<file path="config.mk">
export PLATFORM = sky130hd
export DESIGN_NAME = apu_dma_arbiter
export DESIGN_NICKNAME = d
export VERILOG_FILES = /design/src/rtl/apu_dma_arbiter.sv
export SDC_FILE = /design/constraint.sdc
export NUM_CORES = 1
export LEC_CHECK = 0
export ABC_AREA = 0
export BUFFER_PORTS_ARGS = -buffer_cell sky130_fd_sc_hd__buf_2
export CORE_ASPECT_RATIO = 2
export CORE_MARGIN = 5
export CORE_UTILIZATION = 52
export CTS_BUF_LIST = sky130_fd_sc_hd__clkbuf_16
export DETAILED_ROUTE_END_ITERATION = 6
export GPL_ROUTABILITY_DRIVEN = 0
export GPL_TIMING_DRIVEN = 0
export PLACE_DENSITY = 0.82
export SYNTH_ARGS = -nofsm -noshare
export SYNTH_HDL_FRONTEND = slang
export SYNTH_SLANG_ARGS = --single-unit
</file>
<file path="constraint.sdc">
create_clock -name PHI0 -period 2.9 [get_ports PHI0]
set_input_delay 0.58 -clock PHI0 [delete_from_list [all_inputs] [get_ports PHI0]]
set_output_delay 0.58 -clock PHI0 [all_outputs]
set_load 0.05 [all_outputs]
</file>
<file path="src/rtl/apu_dma_arbiter.sv">
// rtl/apu_dma_arbiter.sv - sequences OAM sprite DMA and DMC sample fetch onto the 6502 bus
module apu_dma_arbiter #(
  parameter logic [15:0] OAM_REG_ADDR = 16'h2004,
  parameter int          OAM_LEN      = 256
) (
  input  logic        PHI0,
  input  logic        RES,
  input  logic        cpu_rnw,
  input  logic [7:0]  d_in,
  input  logic        oam_start,
  input  logic [7:0]  oam_page,
  input  logic        dmc_req,
  input  logic [15:0] dmc_addr,
  output logic        RDY,
  output logic        bus_own,
  output logic [15:0] a_out,
  output logic        rnw_out,
  output logic [7:0]  d_out,
  output logic        dmc_ack,
  output logic [7:0]  dmc_data,
  output logic        oam_busy,
  output logic        dmc_busy,
  output logic        get_cycle
);

  localparam logic [7:0] LAST_IDX = 8'(OAM_LEN - 1);

  typedef enum logic [2:0] {
    IDLE, HALT, ALIGN, DMC_GET, OAM_GET, OAM_PUT
  } state_t;

  state_t      state, state_next, service;
  logic        oam_pend, dmc_pend;
  logic [7:0]  page;
  logic [15:0] daddr;
  logic [7:0]  count;

  assign oam_busy = oam_pend;
  assign dmc_busy = dmc_pend;

  // DMC always wins the next free get slot over OAM
  always_comb begin
    if (dmc_pend)      service = DMC_GET;
    else if (oam_pend) service = OAM_GET;
    else               service = IDLE;
  end

  always_comb begin
    state_next = state;
    RDY        = 1'b0;
    bus_own    = 1'b0;
    a_out      = 16'h0000;
    rnw_out    = 1'b1;
    unique case (state)
      IDLE: begin
        RDY = 1'b1;
        if (oam_pend || dmc_pend) state_next = HALT;
      end
      HALT: begin
        // a write cycle cannot be halted, so wait for the core to read
        if (cpu_rnw) state_next = get_cycle ? ALIGN : service;
      end
      ALIGN: state_next = service;
      DMC_GET: begin
        bus_own    = 1'b1;
        a_out      = daddr;
        state_next = oam_pend ? ALIGN : IDLE;
      end
      OAM_GET: begin
        bus_own    = 1'b1;
        a_out      = {page, count};
        state_next = OAM_PUT;
      end
      OAM_PUT: begin
        bus_own = 1'b1;
        a_out   = OAM_REG_ADDR;
        rnw_out = 1'b0;
        if (dmc_pend)               state_next = DMC_GET;
        else if (count != LAST_IDX) state_next = OAM_GET;
        else                        state_next = IDLE;
      end
      default: state_next = IDLE;
    endcase
  end

  always_ff @(posedge PHI0) begin
    if (RES) begin
      state     <= IDLE;
      get_cycle <= 1'b0;
      oam_pend  <= 1'b0;
      dmc_pend  <= 1'b0;
      page      <= 8'h00;
      daddr     <= 16'h0000;
      count     <= 8'h00;
      d_out     <= 8'h00;
      dmc_data  <= 8'h00;
      dmc_ack   <= 1'b0;
    end else begin
      state     <= state_next;
      get_cycle <= ~get_cycle;
      dmc_ack   <= 1'b0;
      if (oam_start && !oam_pend) begin
        oam_pend <= 1'b1;
        page     <= oam_page;
      end
      if (dmc_req && !dmc_pend) begin
        dmc_pend <= 1'b1;
        daddr    <= dmc_addr;
      end
      unique case (state)
        DMC_GET: begin
          dmc_data <= d_in;
          dmc_ack  <= 1'b1;
          dmc_pend <= 1'b0;
        end
        OAM_GET: d_out <= d_in;
        OAM_PUT: begin
          count <= count + 8'd1;
          if (count == LAST_IDX) oam_pend <= 1'b0;
        end
        default: ;
      endcase
    end
  end

endmodule

</file>
# [After elaboration in Yosys (flattened, before gate mapping)]
# Cells that the tools add are included.
[op_classes] addsub=1 n_eq_ne=9 muxes=17 bitwise_logic=1 n_reduce_logical=9
[op_table] cell="$pmux 16 s3" count=1
[op_table] cell="$mux 3" count=7
[op_table] cell="$pmux 3 s6" count=1
[op_table] cell="$add 8x1->8 const B" count=1
[op_table] cell="$eq 8x8->1 const B" count=1
[op_table] cell="$ne 8x8->1 const B" count=1
[op_table] cell="$mux 1" count=7
[op_table] cell="$eq 3x2->1 const B" count=2
[op_table] cell="$eq 3x3->1 const B" count=2
[op_table] cell="$ne 2x2->1 const B" count=2
[op_table] cell="$eq 3x1->1 const B" count=1
[op_table] cell="$logic_not 3->1" count=1
[op_table] cell="$reduce_or 3->1" count=1
[op_table] cell="$logic_and 1x1->1" count=2
[op_table] cell="$logic_not 1->1" count=2
[op_table] cell="$mux 2" count=1
[op_table] cell="$reduce_and 2->1" count=1
[op_table] cell="$reduce_or 2->1" count=1
[op_table] cell="$logic_or 1x1->1" count=1
[op_table] cell="$not 1->1" count=1
[totals] register_bits=55 inputBits=37 output_inout_bits=39 word_cells=47

# [Depth between registers and ports, before layout]
[depth] ltp_word=5 ltp_mapped=5

# [Worst setup path after synthesis]
# No wires, ideal clock.
[synth_path] path_type="flip-flop to output port" startpoint="register state[1]" endpoint="output port a_out[13]" t_arrival_ps=1905 t_required_ps=2320 path_slack_ps=415 path_stages_with_launch=5 path_buffers=1 path_cell_list="dfxtp_1 -> buf_2 -> nor2b_1 -> a21oi_1 -> o21ai_0"
[synth_via] elab_chain_cells=2
[synth_lines] item="from (decl)" line="32" text="state_t state, state_next, service;"
[synth_lines] item="from (signal assigned)" line="99" text="state <= state_next;"
[synth_lines] item="$eq 3x3->1 / $eq 3x2->1 (equally long branches)" line="54" text="unique case (state)"
[synth_lines] item="$pmux 16 s3 *" line="54"
[synth_lines] item="to (decl)" line="16" text="output logic [15:0] a_out,"
# Every way passes the cells marked *; elsewhere a longest branch is shown, timed or not.

# [Final worst setup path]
[layout_path] startpoint="register state[0]" endpoint="output port a_out[3]"
# The elaborated chain is that of the path after synthesis.

==> run metrics <==
cell count after synthesis=282; largest fanout on the critical path=10; DRT Wirelength=slightly below 6 mm; combinational fraction of design power=0.146; Worst Hold Endpoint=dmc_data[3]; Rel. slew slack=0.651; CTS Hold Bufs=0; global route total overflow=0; clk_lat worst skew=290 ps; post-synthesis cell area=roughly 2300 um2; setup TNS=0 ps; Final Cycle Share=0.885; critical path's most frequent cell=buf_2; Max Buffers Root-to-Sink=2; vias in the first global route=between 2k and 2.5k; R2R Setup Slk=1370 ps; CP peak stage delay=400 ps; root buffer cell=clkbuf_16; endpoints failing hold=0; Post-Syn Nets=320; clock share of power=0.354; CORE AREA=about 4300 um2; Sw Pwr=0.000437 W; mean post-synth cell area=about 8.1 um2; CP bufs+invs=3; Clk pin slew, worst setup/hold paths=70 ps; Worst R2R End=dmc_data[6]; Area Growth Syn to Fin=25.2%; Finished Layout Cells=418; Critical Setup Path Class=register to primary output; HPWL after DPL=4.53 mm; r2r startpoint=state[1]; Iter 0 DRT Violations=66; die area=approximately 5900 um2; Yosys reg bits=55; share of cells above drive strength 1=0.261; Leak=1.29 nW; pin count of the biggest net entering global routing=17; Flop pwr share=0.501; Seq/Total Area, Yosys=0.480; nets=roughly 400; outcome=finished, final reports clean; worst hold path class=register to register; hold slack=451 ps; Synth cell types=30; routed len/inst=~14 um; num ports=between 70 and 80; Crit path arrival time=a little under 2000 ps; CP Data Required Time=2320 ps; Max Clk Rate=just under 400 MHz; CTS resizes=0; hold path depth=2; TritonRoute pass-1 iters=4; row count=34; Worst Max-Slew Pin Slew=524 ps; switching share of power=0.270; initial antenna violation count=0; first-pass GRT wire length=approximately 9.5 mm; Worst setup EP type=primary output; CTS sink cnt=between 50 and 60; Die Height=a little over 100 um; Peak supply drop=521 uV; starting density of the core=0.529; H-tree depth=2; power per cell area=563 nW/um2; Synth Warn #=0; routed vias/inst=5.27; DR DRC count=0; Cell Count Post-Placement=410; Port Buf Inserts=between 70 and 80; # diodes=0; CP cell instances=inv_1 > nor3_2 > buf_2 > a22o_1 > buf_2; endpoints failing setup=0; CTS tree=yes; cells on worst reg2reg path=5; via count=2201; Slowest-stage cell, CP=nor3_2; Die W=57.0 um; Internal Power=0.00118 W; Design Power=0.00162 W; remaining antenna violation count=0; overall routing resource usage=0.200; Worst Skew=approximately 3.2 ps; RSZ-0062 raised after global routing=no; Max Cap Viol=0; type of origin of the critical path=register; count of pins over their slew limit=0; cell class contributing the biggest share of worst-path delay=buffers and inverters; hold wc startpoint=dmc_data[3]; setup bufs post-CTS=0; clock period minus worst slack=2570 ps; Num CTS Buffers=5
## how the worst max path moves through the flow
stage | startpoint | to | slack [ps] | cells past startpoint
global route | state[0] | a_out[7] | 250 | 5
floorplan | state[1] | a_out[13] | 420 | 4
global placement | state[0] | a_out[3] | 660 | 5
detailed placement | state[0] | a_out[3] | 640 | 5
CTS | state[0] | a_out[3] | 330 | 5
finish | state[0] | a_out[3] | 330 | 5
## metrics by stage
stage               area (um2)   util  setup WS, ps
global placement          2730  0.630           659
global route              2880  0.663           246
finish                    2880  0.663           334
floorplan                 2300      -           415
detailed placement        2730  0.630           636
CTS                       2880  0.663           331
## cell usage after synthesis
| library cell | count | share of area |
|---|---|---|
| nand2b_1 | 1 | 0.0027 |
| a311oi_1 | 1 | 0.0038 |
| ha_1 | 1 | 0.0054 |
| nor4b_2 | 1 | 0.0065 |
| xnor2_1 | 6 | 0.023 |
| nand3_1 | 5 | 0.011 |
| a22o_1 | 14 | 0.053 |
| o31ai_1 | 1 | 0.0033 |
| and3b_1 | 1 | 0.0038 |
| xor2_1 | 1 | 0.0038 |
| clkbuf_1 | 7 | 0.011 |
| nor3_1 | 7 | 0.015 |
| o22ai_1 | 1 | 0.0027 |
| a21oi_1 | 41 | 0.089 |
| and3_1 | 1 | 0.0027 |
| buf_2 | 10 | 0.022 |
| o21a_1 | 1 | 0.0033 |
| a2bb2oi_1 | 1 | 0.0038 |
| mux2i_1 | 8 | 0.035 |
| o211ai_1 | 1 | 0.0033 |
| nor2b_1 | 7 | 0.019 |
| mux2_2 | 1 | 0.0049 |
| nand3b_4 | 1 | 0.0087 |
| o21ai_0 | 3 | 0.0065 |
| nand2_1 | 74 | 0.12 |
| dfxtp_1 | 55 | 0.48 |
| inv_1 | 5 | 0.0082 |
| nor3_2 | 1 | 0.0044 |
| o21bai_1 | 1 | 0.0033 |
| nor2_1 | 24 | 0.039 |
## state kept, by name, summed over array words and instances (netlist names)
register,cells
d_out,8
dmc_data,8
page,8
get_cycle,1
daddr,16
dmc_busy,1
oam_busy,1
count,8
state,3
dmc_ack,1
## tightest hold or removal path: cells and delay by family, from the launching register on
| kind | cells | cell delay [ps] |
|---|---|---|
| and+or+nand+nor | 1 | 50 |
| AOI/OAI and AO/OA | 1 | 50 |
| DFF | 1 | 300 |
## cells by family (layout without fill, tap and decap cells)
family | Yosys count | in the layout | synth area share
flops | 55 | 55 | 0.480
mux | 9 | 9 | 0.0398
simple gates | 123 | 123 | 0.234
fa+ha+maj | 1 | 1 | 0.00545
xor+xnor | 7 | 7 | 0.0267
compound gates | 65 | 65 | 0.173
buf+inv | 22 | 104 | 0.0414
## metal layers
metal,wire [um],global-route usage,part of all wire
met1,2170,0.214,0.37
met2,3150,0.356,0.54
met3,366,0.0410,0.062
met4,183,0.104,0.031
met5,0,0,0
## final cells by class
type	instances	area [um2]
Buffer	17	76.3
Clock inverter	3	16.3
Fill cell	403	1460
Timing Repair Buffer	74	370
Sequential cell	55	1100
Clock buffer	5	125
Inverter	5	18.8
Tap cell	54	67.6
Multi-Input combinational cell	205	1100
## layout by cell type, fill, tap and decap left out
| cell | synthesis | final |
|---|---|---|
| ha_1 | 1 | 1 |
| nor3_2 | 1 | 1 |
| dfxtp_1 | 55 | 55 |
| nor3_1 | 7 | 7 |
| clkbuf_16 | 0 | 5 |
| nand2b_1 | 1 | 1 |
| nand3b_4 | 1 | 1 |
| a311oi_1 | 1 | 1 |
| clkinv_2 | 0 | 1 |
| and3_1 | 1 | 1 |
| a2bb2oi_1 | 1 | 1 |
| xnor2_1 | 6 | 6 |
| mux2_2 | 1 | 1 |
| nand2_1 | 74 | 74 |
| o21bai_1 | 1 | 1 |
| nand3_1 | 5 | 5 |
| xor2_1 | 1 | 1 |
| o31ai_1 | 1 | 1 |
| o21ai_0 | 3 | 3 |
| o211ai_1 | 1 | 1 |
| clkinvlp_4 | 0 | 1 |
| o21a_1 | 1 | 1 |
| nor2_1 | 24 | 24 |
| o22ai_1 | 1 | 1 |
| a21oi_1 | 41 | 41 |
| inv_1 | 5 | 6 |
| nor2b_1 | 7 | 7 |
| nor4b_2 | 1 | 1 |
| and3b_1 | 1 | 1 |
| clkbuf_1 | 7 | 7 |
| buf_2 | 10 | 84 |
| mux2i_1 | 8 | 8 |
| a22o_1 | 14 | 14 |
## power groups by stage
stage          clock network, W  registers [W]  logic (W)
2_1_floorplan                 0       0.000848   0.000140
3_3_place_gp                  0       0.000825   0.000232
3_5_place_dp                  0       0.000827   0.000235
4_1_cts                0.000589       0.000810   0.000236
5_1_grt                0.000623       0.000814   0.000255
6_report               0.000572       0.000810   0.000236
(Power assumes the default switching activity.)
